**config.mk**
```make
export PLATFORM = sky130hd
export DESIGN_NAME = feature_fwft
export DESIGN_NICKNAME = d
export VERILOG_FILES = /design/src/rtl/feature_pkg.sv /design/src/rtl/feature_fifo_mem.sv /design/src/rtl/feature_fwft.sv
export SDC_FILE = /design/constraint.sdc
export NUM_CORES = 1
export LEC_CHECK = 0
export ABC_AREA = 1
export CAP_MARGIN = 20
export CORE_ASPECT_RATIO = 1.75
export CORE_MARGIN = 4
export CORE_UTILIZATION = 39
export DETAILED_ROUTE_END_ITERATION = 10
export PLACE_DENSITY = 0.68
export SKIP_LAST_GASP = 1
export SYNTH_ARGS = -nofsm -noshare
export SYNTH_HDL_FRONTEND = slang
export SYNTH_SLANG_ARGS = --single-unit
```
**constraint.sdc**
```tcl
create_clock -name clk -period 2.15 [get_ports clk]
set_input_delay 0.43 -clock clk [delete_from_list [all_inputs] [get_ports clk]]
set_output_delay 0.43 -clock clk [all_outputs]
set_load 0.005 [all_outputs]
```
**src/rtl/feature_pkg.sv**
```systemverilog
// Shared types and defaults for the feature-stream FWFT buffer.
package feature_pkg;
  localparam int FEATURE_W          = 8;
  localparam int FWFT_DEFAULT_DEPTH = 16;

  typedef logic [FEATURE_W-1:0] feature_t;
endpackage

```
**src/rtl/feature_fifo_mem.sv**
```systemverilog
// Storage behind the head register: synchronous write, asynchronous read, no reset.
module feature_fifo_mem
  import feature_pkg::*;
#(
  parameter int DATA_WIDTH = FEATURE_W,
  parameter int WORDS      = FWFT_DEFAULT_DEPTH - 1,
  parameter int AW         = 4
) (
  input  logic                  clk,
  input  logic                  wr_en,
  input  logic [AW-1:0]         wr_addr,
  input  logic [DATA_WIDTH-1:0] wr_data,
  input  logic [AW-1:0]         rd_addr,
  output logic [DATA_WIDTH-1:0] rd_data
);

  logic [DATA_WIDTH-1:0] mem [WORDS];

  always_ff @(posedge clk) begin
    if (wr_en) mem[wr_addr] <= wr_data;
  end

  assign rd_data = mem[rd_addr];

endmodule

```
**src/rtl/feature_fwft.sv**
```systemverilog
// First-word-fall-through buffer: head register plus a DEPTH-1 word memory.
// The input is sampled every clock; samples arriving while full are dropped.
module feature_fwft
  import feature_pkg::*;
#(
  parameter int DATA_WIDTH = FEATURE_W,
  parameter int DEPTH      = FWFT_DEFAULT_DEPTH
) (
  input  logic                  clk,
  input  logic                  rst,
  input  logic                  rd_en,
  input  logic [DATA_WIDTH-1:0] in_feature,
  output logic [DATA_WIDTH-1:0] out_feature
);

  localparam int MEM_WORDS = DEPTH - 1;
  localparam int AW        = $clog2(DEPTH);
  localparam int CW        = $clog2(DEPTH) + 1;

  logic [AW-1:0]         rd_ptr, wr_ptr;
  logic [CW-1:0]         count;
  logic                  head_valid;
  logic [DATA_WIDTH-1:0] mem_rdata;

  logic pop, accept, mem_empty, mem_we, load_mem, load_in, head_clr;

  // count includes the head word, so the memory holds count-1 words when the head is valid
  always_comb begin
    pop       = rd_en && head_valid;
    accept    = (count < CW'(DEPTH)) || pop;
    mem_empty = (count <= CW'(1));
    load_mem  = pop && !mem_empty;
    load_in   = accept && (!head_valid || (pop && mem_empty));
    head_clr  = pop && mem_empty && !accept;
    mem_we    = accept && head_valid && !(pop && mem_empty);
  end

  feature_fifo_mem #(
    .DATA_WIDTH (DATA_WIDTH),
    .WORDS      (MEM_WORDS),
    .AW         (AW)
  ) u_mem (
    .clk     (clk),
    .wr_en   (mem_we),
    .wr_addr (wr_ptr),
    .wr_data (in_feature),
    .rd_addr (rd_ptr),
    .rd_data (mem_rdata)
  );

  always_ff @(posedge clk) begin
    if (rst) begin
      rd_ptr      <= '0;
      wr_ptr      <= '0;
      count       <= '0;
      head_valid  <= 1'b0;
      out_feature <= '0;
    end else begin
      if (load_in)       out_feature <= in_feature;
      else if (load_mem) out_feature <= mem_rdata;
      else if (head_clr) out_feature <= '0;

      if (load_in)       head_valid <= 1'b1;
      else if (head_clr) head_valid <= 1'b0;

      // memory depth is DEPTH-1, not a power of two, so wrap explicitly
      if (load_mem)
        rd_ptr <= (rd_ptr == AW'(MEM_WORDS - 1)) ? '0 : rd_ptr + 1'b1;
      if (mem_we)
        wr_ptr <= (wr_ptr == AW'(MEM_WORDS - 1)) ? '0 : wr_ptr + 1'b1;

      case ({accept, pop})
        2'b10:   count <= count + 1'b1;
        2'b01:   count <= count - 1'b1;
        default: count <= count;
      endcase
    end
  end

endmodule

```
; ---- Word-level counts from Yosys, hierarchy flattened
; Memory sizes are Yosys's and may differ from the RTL's. A register that Yosys moved wholly into a read port is not among the register bits.
; Cells that the tools add are included.
[op_classes]
n_addsub = 4
order_cmp = 2
n_eq_ne = 4
n_mux = 12
n_reduce_logical = 16
[ops]
columns = operator, count
row1 = 8-bit two-way mux, 3
row2 = 4-bit two-way mux, 4
row3 = 5-bit one-hot mux with 2 select lines, 1
row4 = "4-bit by 1-bit adder with 4-bit output, second input constant", 2
row5 = "4-bit == test, second input constant", 2
row6 = 1-bit logical AND, 7
row7 = "5-bit by 1-bit adder with 5-bit output, second input constant", 1
row8 = "5-bit by 1-bit less-or-equal comparator with 1-bit output, second input constant", 1
row9 = "5-bit less-than comparator, second input constant", 1
row10 = "5-bit by 1-bit subtractor with 5-bit output, second input constant", 1
row11 = 1-bit logical NOT, 4
row12 = 1-bit two-way mux, 4
row13 = 2-bit nonzero test, 2
row14 = 3-bit nonzero test, 1
row15 = "2-bit by 1-bit == test with 1-bit output, second input constant", 1
row16 = "2-bit == test, second input constant", 1
row17 = 1-bit logical OR, 2
[totals]
regBits = 22
mem_bits_rw = 120
input_bits = 11
elab_cells = 44
n_memories = 1
[mem_list]
columns = memory, words, word_bits, read_ports, rd_ports_with_merged_regs, wr, line
row1 = u_mem.mem, 15, 8, 1, 1, 1, feature_fifo_mem.sv:17  ; logic [DATA_WIDTH-1:0] mem [WORDS];

; ---- Longest topological paths before layout
; Gate-level depths: netlist of the first run.
[logic_depth]
depth_word = 7
depth_mapped = 10

; ---- By module
; From an unflattened synthesis of the first run, not the netlist that was laid out.
[unflattened]
cells_unflattened = 668
hier_area_um2 = 6312.3
[modules_own_cells]
columns = mod, n_inst, cells_each, area_each_um2, seq_area_each_um2
row1 = feature_fifo_mem, 1, 503, 5196.2, 3603.5
row2 = feature_fwft, 1, 165, 1116.1, 440.4

; ---- Least setup slack after synthesis of the first run
; Ideal clock, no wire load.
[synth_path]
path_kind = reg-to-reg
from = reg count[1]
to = mem u_mem.mem[13][0] (netlist bit) (enable)
setup_ns = 0.383
arrival_time_ns = 1.694
t_required_ns = 1.767
setup_slack_ns = 0.072
stages_incl_launch_ff = 9
period_less_slack_ns = 2.078
cell_sequence = dfxtp_1 > inv_1 > ha_1 > o21bai_1 > nand3_2 > nand2_4 > inv_4 > nand2_8 > nor3_1
[synth_via]
elab_chain_cells = 6
elab_cells_between_ends = 9
[synth_rtl]
columns = item, line
row1 = from (decl), feature_fwft.sv:21  ; logic [CW-1:0] count;
row2 = from (signal assigned), feature_fwft.sv:73  ; 2'b10: count <= count + 1'b1;
row3 = from (signal assigned), feature_fwft.sv:74  ; 2'b01: count <= count - 1'b1;
row4 = from (signal assigned), feature_fwft.sv:75  ; default: count <= count;
row5 = 5-bit less-than comparator or 5-bit by 1-bit less-or-equal comparator with 1-bit output (tied branches), "feature_fwft.sv:30, feature_fwft.sv:31"
row6 = 1-bit logical OR or 1-bit logical AND (tied branches), "feature_fwft.sv:30, feature_fwft.sv:35"
row7 = 1-bit logical AND or 1-bit logical NOT (tied branches), feature_fwft.sv:35  ; mem_we = accept && head_valid && !(pop && mem_empty);
row8 = 1-bit logical AND *, feature_fwft.sv:35
row9 = 1-bit two-way mux *, feature_fifo_mem.sv:20  ; if (wr_en) mem[wr_addr] <= wr_data;
row10 = 1-bit two-way mux (not written as such) *, feature_fifo_mem.sv:20
row11 = to (decl), feature_fifo_mem.sv:17
; Mark *: on every way between the ends. The rest lies on a longest branch, timed or not.

; ---- Worst setup path in the final report of the first run
[layout_path]
from = reg count[1]
to = mem u_mem.mem[4][4] (netlist bit) (enable)
; The elaborated chain is that of the path after synthesis.

==> metrics.txt, run 1 <==
area of the core approximately 15,000 µm²; post-route DRC violation count 0; launch instance of the worst min-delay path count[3]; synthesized net count approximately 570; area of all sequential standard cells about 4100 µm²; Rel. slew slack roughly 57%; HPWL reported at the end of detailed placement around 10 mm; WP data required around 2.3 ns; quantity of I/O buffers inserted on ports 18; CP endpoint kind flip-flop; dominant cell type by area after synthesis edfxtp_1; worst setup path startpoint count[1]; CTS tree yes; fraction of the yosys area taken by sequential cells 67.9%; most common library cell in the layout ignoring fill and taps nand2_1; area growth from synthesis to layout 20.2%; number of antenna violations at the first check in global routing 0; biggest area contributors in the synthesized netlist edfxtp_1 59%, nand2_1 9.1%, nand3_1 9.1%; final setup violating endpoints 0; number of CTS-inserted buffers 17; Crit Path Max Fanout 7; Clock Sinks 146; final number of hold-violating endpoints 0; largest voltage drop on the vdd net around 0.61 mV; standard-cell rows 60; depth of the CTS H-tree 4; final net count roughly 620; Max Slew Vio Count 0; Tmin final 2.01 ns; number of warnings printed during yosys synthesis 0; floorplan die area approximately 18,000 µm²; cell area reported after detailed placement 6630 µm²; global-route wire length before repair about 23 mm; global placement routability congestion 0.945; unrepaired setup endpoints after global routing false; width of the die slightly above 100 µm; vias per inst about 5.3; fmax a little under 0.5 GHz; leakage power figure between 2 and 3 nW; number of antenna-violating nets in the routed design 0; Top-Level Pins 19; top library cells by usage in the layout, fill and taps aside 147 x nand2_1, 120 x edfxtp_1, 110 x nand3_1; number of antenna cells inserted 0; GRT Overall Usage between 10% and 20%; via count of the first global-routing pass around 4.4k; summed area of non-filler cells in the final layout between 7000 and 8000 µm²; element type at the critical path start flip-flop; DR iter-0 viols about 350; cell with the largest stage delay on the worst path dfxtp_1; measured slew at the worst slew-check pin approximately 0.65 ns; Arr. time, crit path roughly 2.1 ns; floorplan die height 173 µm; Clk Latency, worst-skew pair about 0.42 ns; critical path cell sequence inv_1 -> ha_1 -> o21bai_1 -> nand3_2 -> nand2_4 -> inv_4 -> nand2_8 -> inv_4 -> nand3_2 -> nor2_1 -> buf_4; area of the multi-input gates between 1500 and 2000 µm²; Mapped Cells approximately 560; worst-case hold slack ~0.47 ns; class of the worst hold path reg2reg; max incr delay on CP between 0.3 and 0.4 ns; maximum number of pins on one net before global-route repair 57; effective utilization at floorplan 39.6%; Synth cell types 31; wire length reported by the detailed router approximately 15 mm; power per cell area around 940 nW/µm²; top cell family by delay on the critical path simple AND/OR/NAND/NOR gates; global route total overflow 0; clock tree root driver cell clkbuf_16; crit path buf inv count 4; routed length per placed instance roughly 18 µm; total via count in the routed design roughly 4.3k; Total Power Consumption 6.87 mW; Synth Register Bits roughly 150; Worst Clk Skew approximately 0.0067 ns; register clock-pin slew on the reported worst setup and hold paths around 0.060 ns; fill cell count ~1.4k; number of gates resized after cts 0; share of the cycle needed by the critical path after routing between 90% and 100%; outcome completed; CP Class reg2reg; count of buffers added by post-CTS timing repair for setup 0; top-area cell type share of the netlist area 59.3%; CTS Hold Buffers Added 0; number of max-cap violations 0; Pre-Repair DR Iteration Count 7; average cell area after synthesis between 10 and 15 µm²; worst reg2reg startpoint count[1]; Longest Clk Path Bufs 2; share of layout cells above drive strength 1 between 10 and 15%; total standard cell area after synthesis about 6100 µm²
## metal layers
layer | vias up | share of wire (%) | global-route usage, %
met5 | - | 0 | 0
met4 | 0 | 5.5 | 10.9
li1 | 2039 | - | -
met2 | 143 | 53 | 30.4
met3 | 46 | 5.2 | 4.04
met1 | 2048 | 37 | 18.9
## report_power, final
part / switching [mW] / leakage [nW] / internal, mW / total [mW]
clock: 1.10 / 0.318 / 2.17 / 3.27
sequential: 0.0260 / 1.30 / 3.11 / 3.14
combinational: 0.303 / 1.12 / 0.153 / 0.457
## registers in the layout (all words and copies together), names as in the netlist, named ones only
register     count
u_mem.mem      120
count            5
rd_ptr           4
out_feature      8
wr_ptr           4
head_valid       1
## metrics by stage
stage | TNS, ns | utilization (%) | cells | setup WS (ns)
6_report | 0 | 47.6 | 809 | 0.138
5_1_grt | 0 | 47.6 | 809 | 0.0104
4_1_cts | 0 | 47.6 | 809 | 0.0953
3_5_place_dp | -0.222 | 43.3 | 777 | -0.0318
3_3_place_gp | 0 | 43.3 | 777 | 0.00494
2_1_floorplan | 0 | - | 559 | 0.0724
## area by class of cell
type                    instances  share of cell area (%)
repair buffers                 56                    6.55
clock buffers                  18                    5.88
well taps                     186                    3.19
flip-flops and latches        146                    56.5
multi-input cells             353                    22.7
inverters                      36                    1.92
clock inverters                14                    3.22
## cells in the mapped netlist
cell	n
a211oi_2	1
or2_2	1
ha_1	3
nand2_4	1
o21bai_1	1
nor2_1	23
a211oi_1	1
buf_6	3
nand2_8	1
nand2_1	147
nand4_1	3
xor2_1	2
nor3_1	3
o21ai_2	1
clkbuf_1	4
nand3_1	110
or2_1	5
or2_0	1
o21ai_1	1
inv_2	5
buf_2	8
dfxtp_1	26
buf_1	1
nand3_2	4
nand2_2	1
edfxtp_1	120
inv_4	2
inv_1	29
buf_4	8
o21ai_0	13
a21oi_1	30
## kinds of logic (layout without fill, tap and decap cells)
family | after synthesis | after routing | share of synthesized area (%)
AND/OR/NAND/NOR | 300 | 300 | 22.1
AO/OA/AOI/OAI | 48 | 48 | 4.22
buffers and inverters | 60 | 124 | 4.82
adder cells (fa/ha/maj) | 3 | 3 | 0.618
XOR/XNOR | 2 | 2 | 0.289
flip-flops | 146 | 146 | 67.9
## final timing paths
kind	cells after the start	endpoint	slack, ns
worst max-delay path	11	u_mem.mem[4][4]	0.14
worst min register to register	1	count[3]	0.47
worst min-delay path	1	count[3]	0.47
worst max register to register	11	u_mem.mem[4][4]	0.14
Note: power is estimated with default switching activity, not from simulation.
==> inputs of run 2 (changes only) <==
--- a/config.mk
+++ b/config.mk
@@ -11,7 +11,7 @@
 export CORE_MARGIN = 4
 export CORE_UTILIZATION = 39
 export DETAILED_ROUTE_END_ITERATION = 10
-export PLACE_DENSITY = 0.68
+export PLACE_DENSITY = 0.66
 export SKIP_LAST_GASP = 1
 export SYNTH_ARGS = -nofsm -noshare
 export SYNTH_HDL_FRONTEND = slang
==> constraint.sdc (replaced) <==
create_clock -name clk -period 2 [get_ports clk]
set_input_delay 0.4 -clock clk [delete_from_list [all_inputs] [get_ports clk]]
set_output_delay 0.4 -clock clk [all_outputs]
set_load 0.005 [all_outputs]
==> run 2 against run 1 <==
Net effect: sequential cell count unchanged; utilization decreased by 0.18 points; cell count increased by 0.49%; non-clock buffer count increased by 4; design area decreased by 0.38%; combinational power increased by 9.0%; highest routed layer unchanged.
==> metrics.txt, run 2 (synthesized netlist as in run 1, its figures left out) <==
outcome completed; cell area reported after detailed placement 6670 µm² (+0.64%); unrepaired setup endpoints after global routing false; number of antenna cells inserted 0 (unchanged); worst-case hold slack 0.459 ns (-0.0125 ns); post-route DRC violation count 0 (unchanged); final non-filler cell total 813 (+0.49%); Rel. slew slack 65.5% (+8.6 points); Clk Latency, worst-skew pair 0.41 ns (about the same); number of max-cap violations 0 (unchanged); critical path cell sequence inv_1 -> ha_1 -> o21bai_1 -> nand3_2 -> nand2_4 -> inv_4 -> nand2_8 -> inv_4 -> nand3_2 -> nor2_1 -> buf_4; Arr. time, crit path 1.98 ns (-0.16 ns); number of CTS-inserted buffers 17 (unchanged); global placement routability congestion 0.862 (-8.8%); area of the core 15,300 µm² (unchanged); share of layout cells above drive strength 1 14.4% (+0.55 points); share of the cycle needed by the critical path after routing 93.1% (-0.53 points); Top-Level Pins 19 (unchanged); measured slew at the worst slew-check pin 0.517 ns (-0.129 ns); crit path buf inv count 4 (unchanged); width of the die 102 µm (unchanged); Longest Clk Path Bufs 2 (unchanged); global-route wire length before repair 22.7 mm (-1.0%); effective utilization at floorplan 39.6% (unchanged); Crit Path Max Fanout 8 (+1); class of the worst hold path reg2reg; standard-cell rows 60 (unchanged); post-layout util 47.5% (-0.18 points); number of antenna violations at the first check in global routing 0 (unchanged); CTS tree yes; count of buffers added by post-CTS timing repair for setup 0 (unchanged); clock tree root driver cell clkbuf_16; number of antenna-violating nets in the routed design 0 (unchanged); element type at the critical path start flip-flop; total internal power 5.48 mW (+0.77%); DR iter-0 viols 345 (-0.58%); power spent charging and discharging nets 1.52 mW (+6.1%); final setup violating endpoints 0 (unchanged); Tmin final 1.86 ns (-0.151 ns); maximum number of pins on one net before global-route repair 45 (-21%); CTS Hold Buffers Added 0 (unchanged); Worst Clk Skew 0.00452 ns (-0.00216 ns); instance count after placement with tap cells included 781 (+0.51%); final net count 628 (+0.64%); global route total overflow 0 (unchanged); combinational share of power 7.1% (+0.4 points); Switching Fraction 21.7% (+0.86 points); fmax 0.537 GHz (+8.1%); vias per inst 5.21 (-1.4%); CP Class reg2reg; Max Slew Vio Count 0 (unchanged); via count of the first global-routing pass 4,267 (-3.6%); GRT Overall Usage 17.3% (-0.31 points); depth of the CTS H-tree 4 (unchanged); final number of hold-violating endpoints 0 (unchanged); register containing the most flip-flops in the final layout u_mem.mem; routed length per placed instance 18.0 µm (-2.1%); summed area of non-filler cells in the final layout 7270 µm² (-0.38%); area growth from synthesis to layout 19.7%; Clock Sinks 146 (unchanged); leakage power figure 2.72 nW (-0.59%); top cell family by delay on the critical path simple AND/OR/NAND/NOR gates; reg-to-reg setup timing slack 0.14 ns (about the same); power per cell area 963 nW/µm² (+2.3%); quantity of I/O buffers inserted on ports 18 (unchanged); CP endpoint kind flip-flop; WP data required 2.12 ns (-0.16 ns); floorplan die height 173 µm (unchanged); flip-flop count of the largest register after layout 120 (unchanged); relative contribution of the clock network to total power 44.7% (-3.0 points); part of the power in registers 48.2% (+2.5 points); Pre-Repair DR Iteration Count 5 (-2); Total Power Consumption 7.00 mW (+1.9%); floorplan die area 17,700 µm² (unchanged); most common library cell in the layout ignoring fill and taps nand2_1; cell with the largest stage delay on the worst path dfxtp_1; max incr delay on CP 0.33 ns (-0.04 ns); wire length reported by the detailed router 14.6 mm (-1.6%); total via count in the routed design 4,237 (-0.91%); HPWL reported at the end of detailed placement 10.3 mm (+1.4%); largest voltage drop on the vdd net 1.12 mV (+82%); register clock-pin slew on the reported worst setup and hold paths 0.06 ns (about the same); top library cells by usage in the layout, fill and taps aside 147 x nand2_1, 120 x edfxtp_1, 110 x nand3_1; largest registers u_mem.mem x120, out_feature x8, count x5
## run 2: cell count changes in the layout (fill, tap and decap cells not counted), sizes merged
cell,before,now
buf,38,42
clkbuf,18,19
clkinvlp,2,4
clkinv,5,4
inv,37,38
bufinv,6,3
## run 2: cell type report
class / instances / area [µm²]
Sequential cell: 146 / 4130
Timing Repair Buffer: 60 / 520
Multi-Input combinational cell: 353 / 1660
Tap cell: 186 / 233
Inverter: 36 / 140
Clock buffer: 19 / 433
Fill cell: 1403 / 8050
Clock inverter: 13 / 160
## run 2: path summary, 6_finish.rpt
kind	startpoint	endpoint	cells past startpoint
hold reg to reg	count[3]	count[3]	1
hold / removal	count[3]	count[3]	1
setup reg to reg	count[1]	u_mem.mem[11][5]	11
setup / recovery	count[1]	u_mem.mem[11][5]	11
## run 2: routing by layer
| metal | up-vias | part of all wire [%] | track usage [%] |
|---|---|---|---|
| met5 | - | 0 | 0 |
| met4 | 0 | 3.1 | 5.64 |
| met3 | 36 | 4.7 | 3.88 |
| met2 | 148 | 55 | 31.6 |
| met1 | 2011 | 37 | 19.4 |
| li1 | 2042 | - | - |
## run 2: timing repair
| item | 4_1_cts | 5_1_grt |
|---|---|---|
| endpoints found under the hold margin | 0 | 0 |
| resized for setup | 0 | 1 |
| setup endpoints to repair | 0 | 16 |
## run 2: power by group through the flow
stage	Sequential [mW]	Clock [mW]	Combinational (mW)
floorplan	3.43	0	0.267
global placement	3.44	0	0.490
detailed placement	3.44	0	0.495
CTS	3.37	3.15	0.499
global route	3.38	3.33	0.550
finish	3.37	3.13	0.498
## run 2: metrics by stage
stage,setup WS (ns),TNS (ns)
2_1_floorplan,-0.0776,-1.24
5_1_grt,0.00248,0
3_3_place_gp,-0.0719,-6.01
3_5_place_dp,-0.0868,-6.98
6_report,0.139,0
4_1_cts,0.121,0
==> inputs of run 3 (changes only) <==
--- a/config.mk
+++ b/config.mk
@@ -6,11 +6,13 @@
 export NUM_CORES = 1
 export LEC_CHECK = 0
 export ABC_AREA = 1
+export ABC_CLOCK_PERIOD_IN_PS = 2000
 export CAP_MARGIN = 20
 export CORE_ASPECT_RATIO = 1.75
 export CORE_MARGIN = 4
 export CORE_UTILIZATION = 39
 export DETAILED_ROUTE_END_ITERATION = 10
+export HOLD_SLACK_MARGIN = 0.06
 export PLACE_DENSITY = 0.66
 export SKIP_LAST_GASP = 1
 export SYNTH_ARGS = -nofsm -noshare
==> results of run 3 <==
Same layout as run 2: the final DEF is identical, and so are final timing and power.
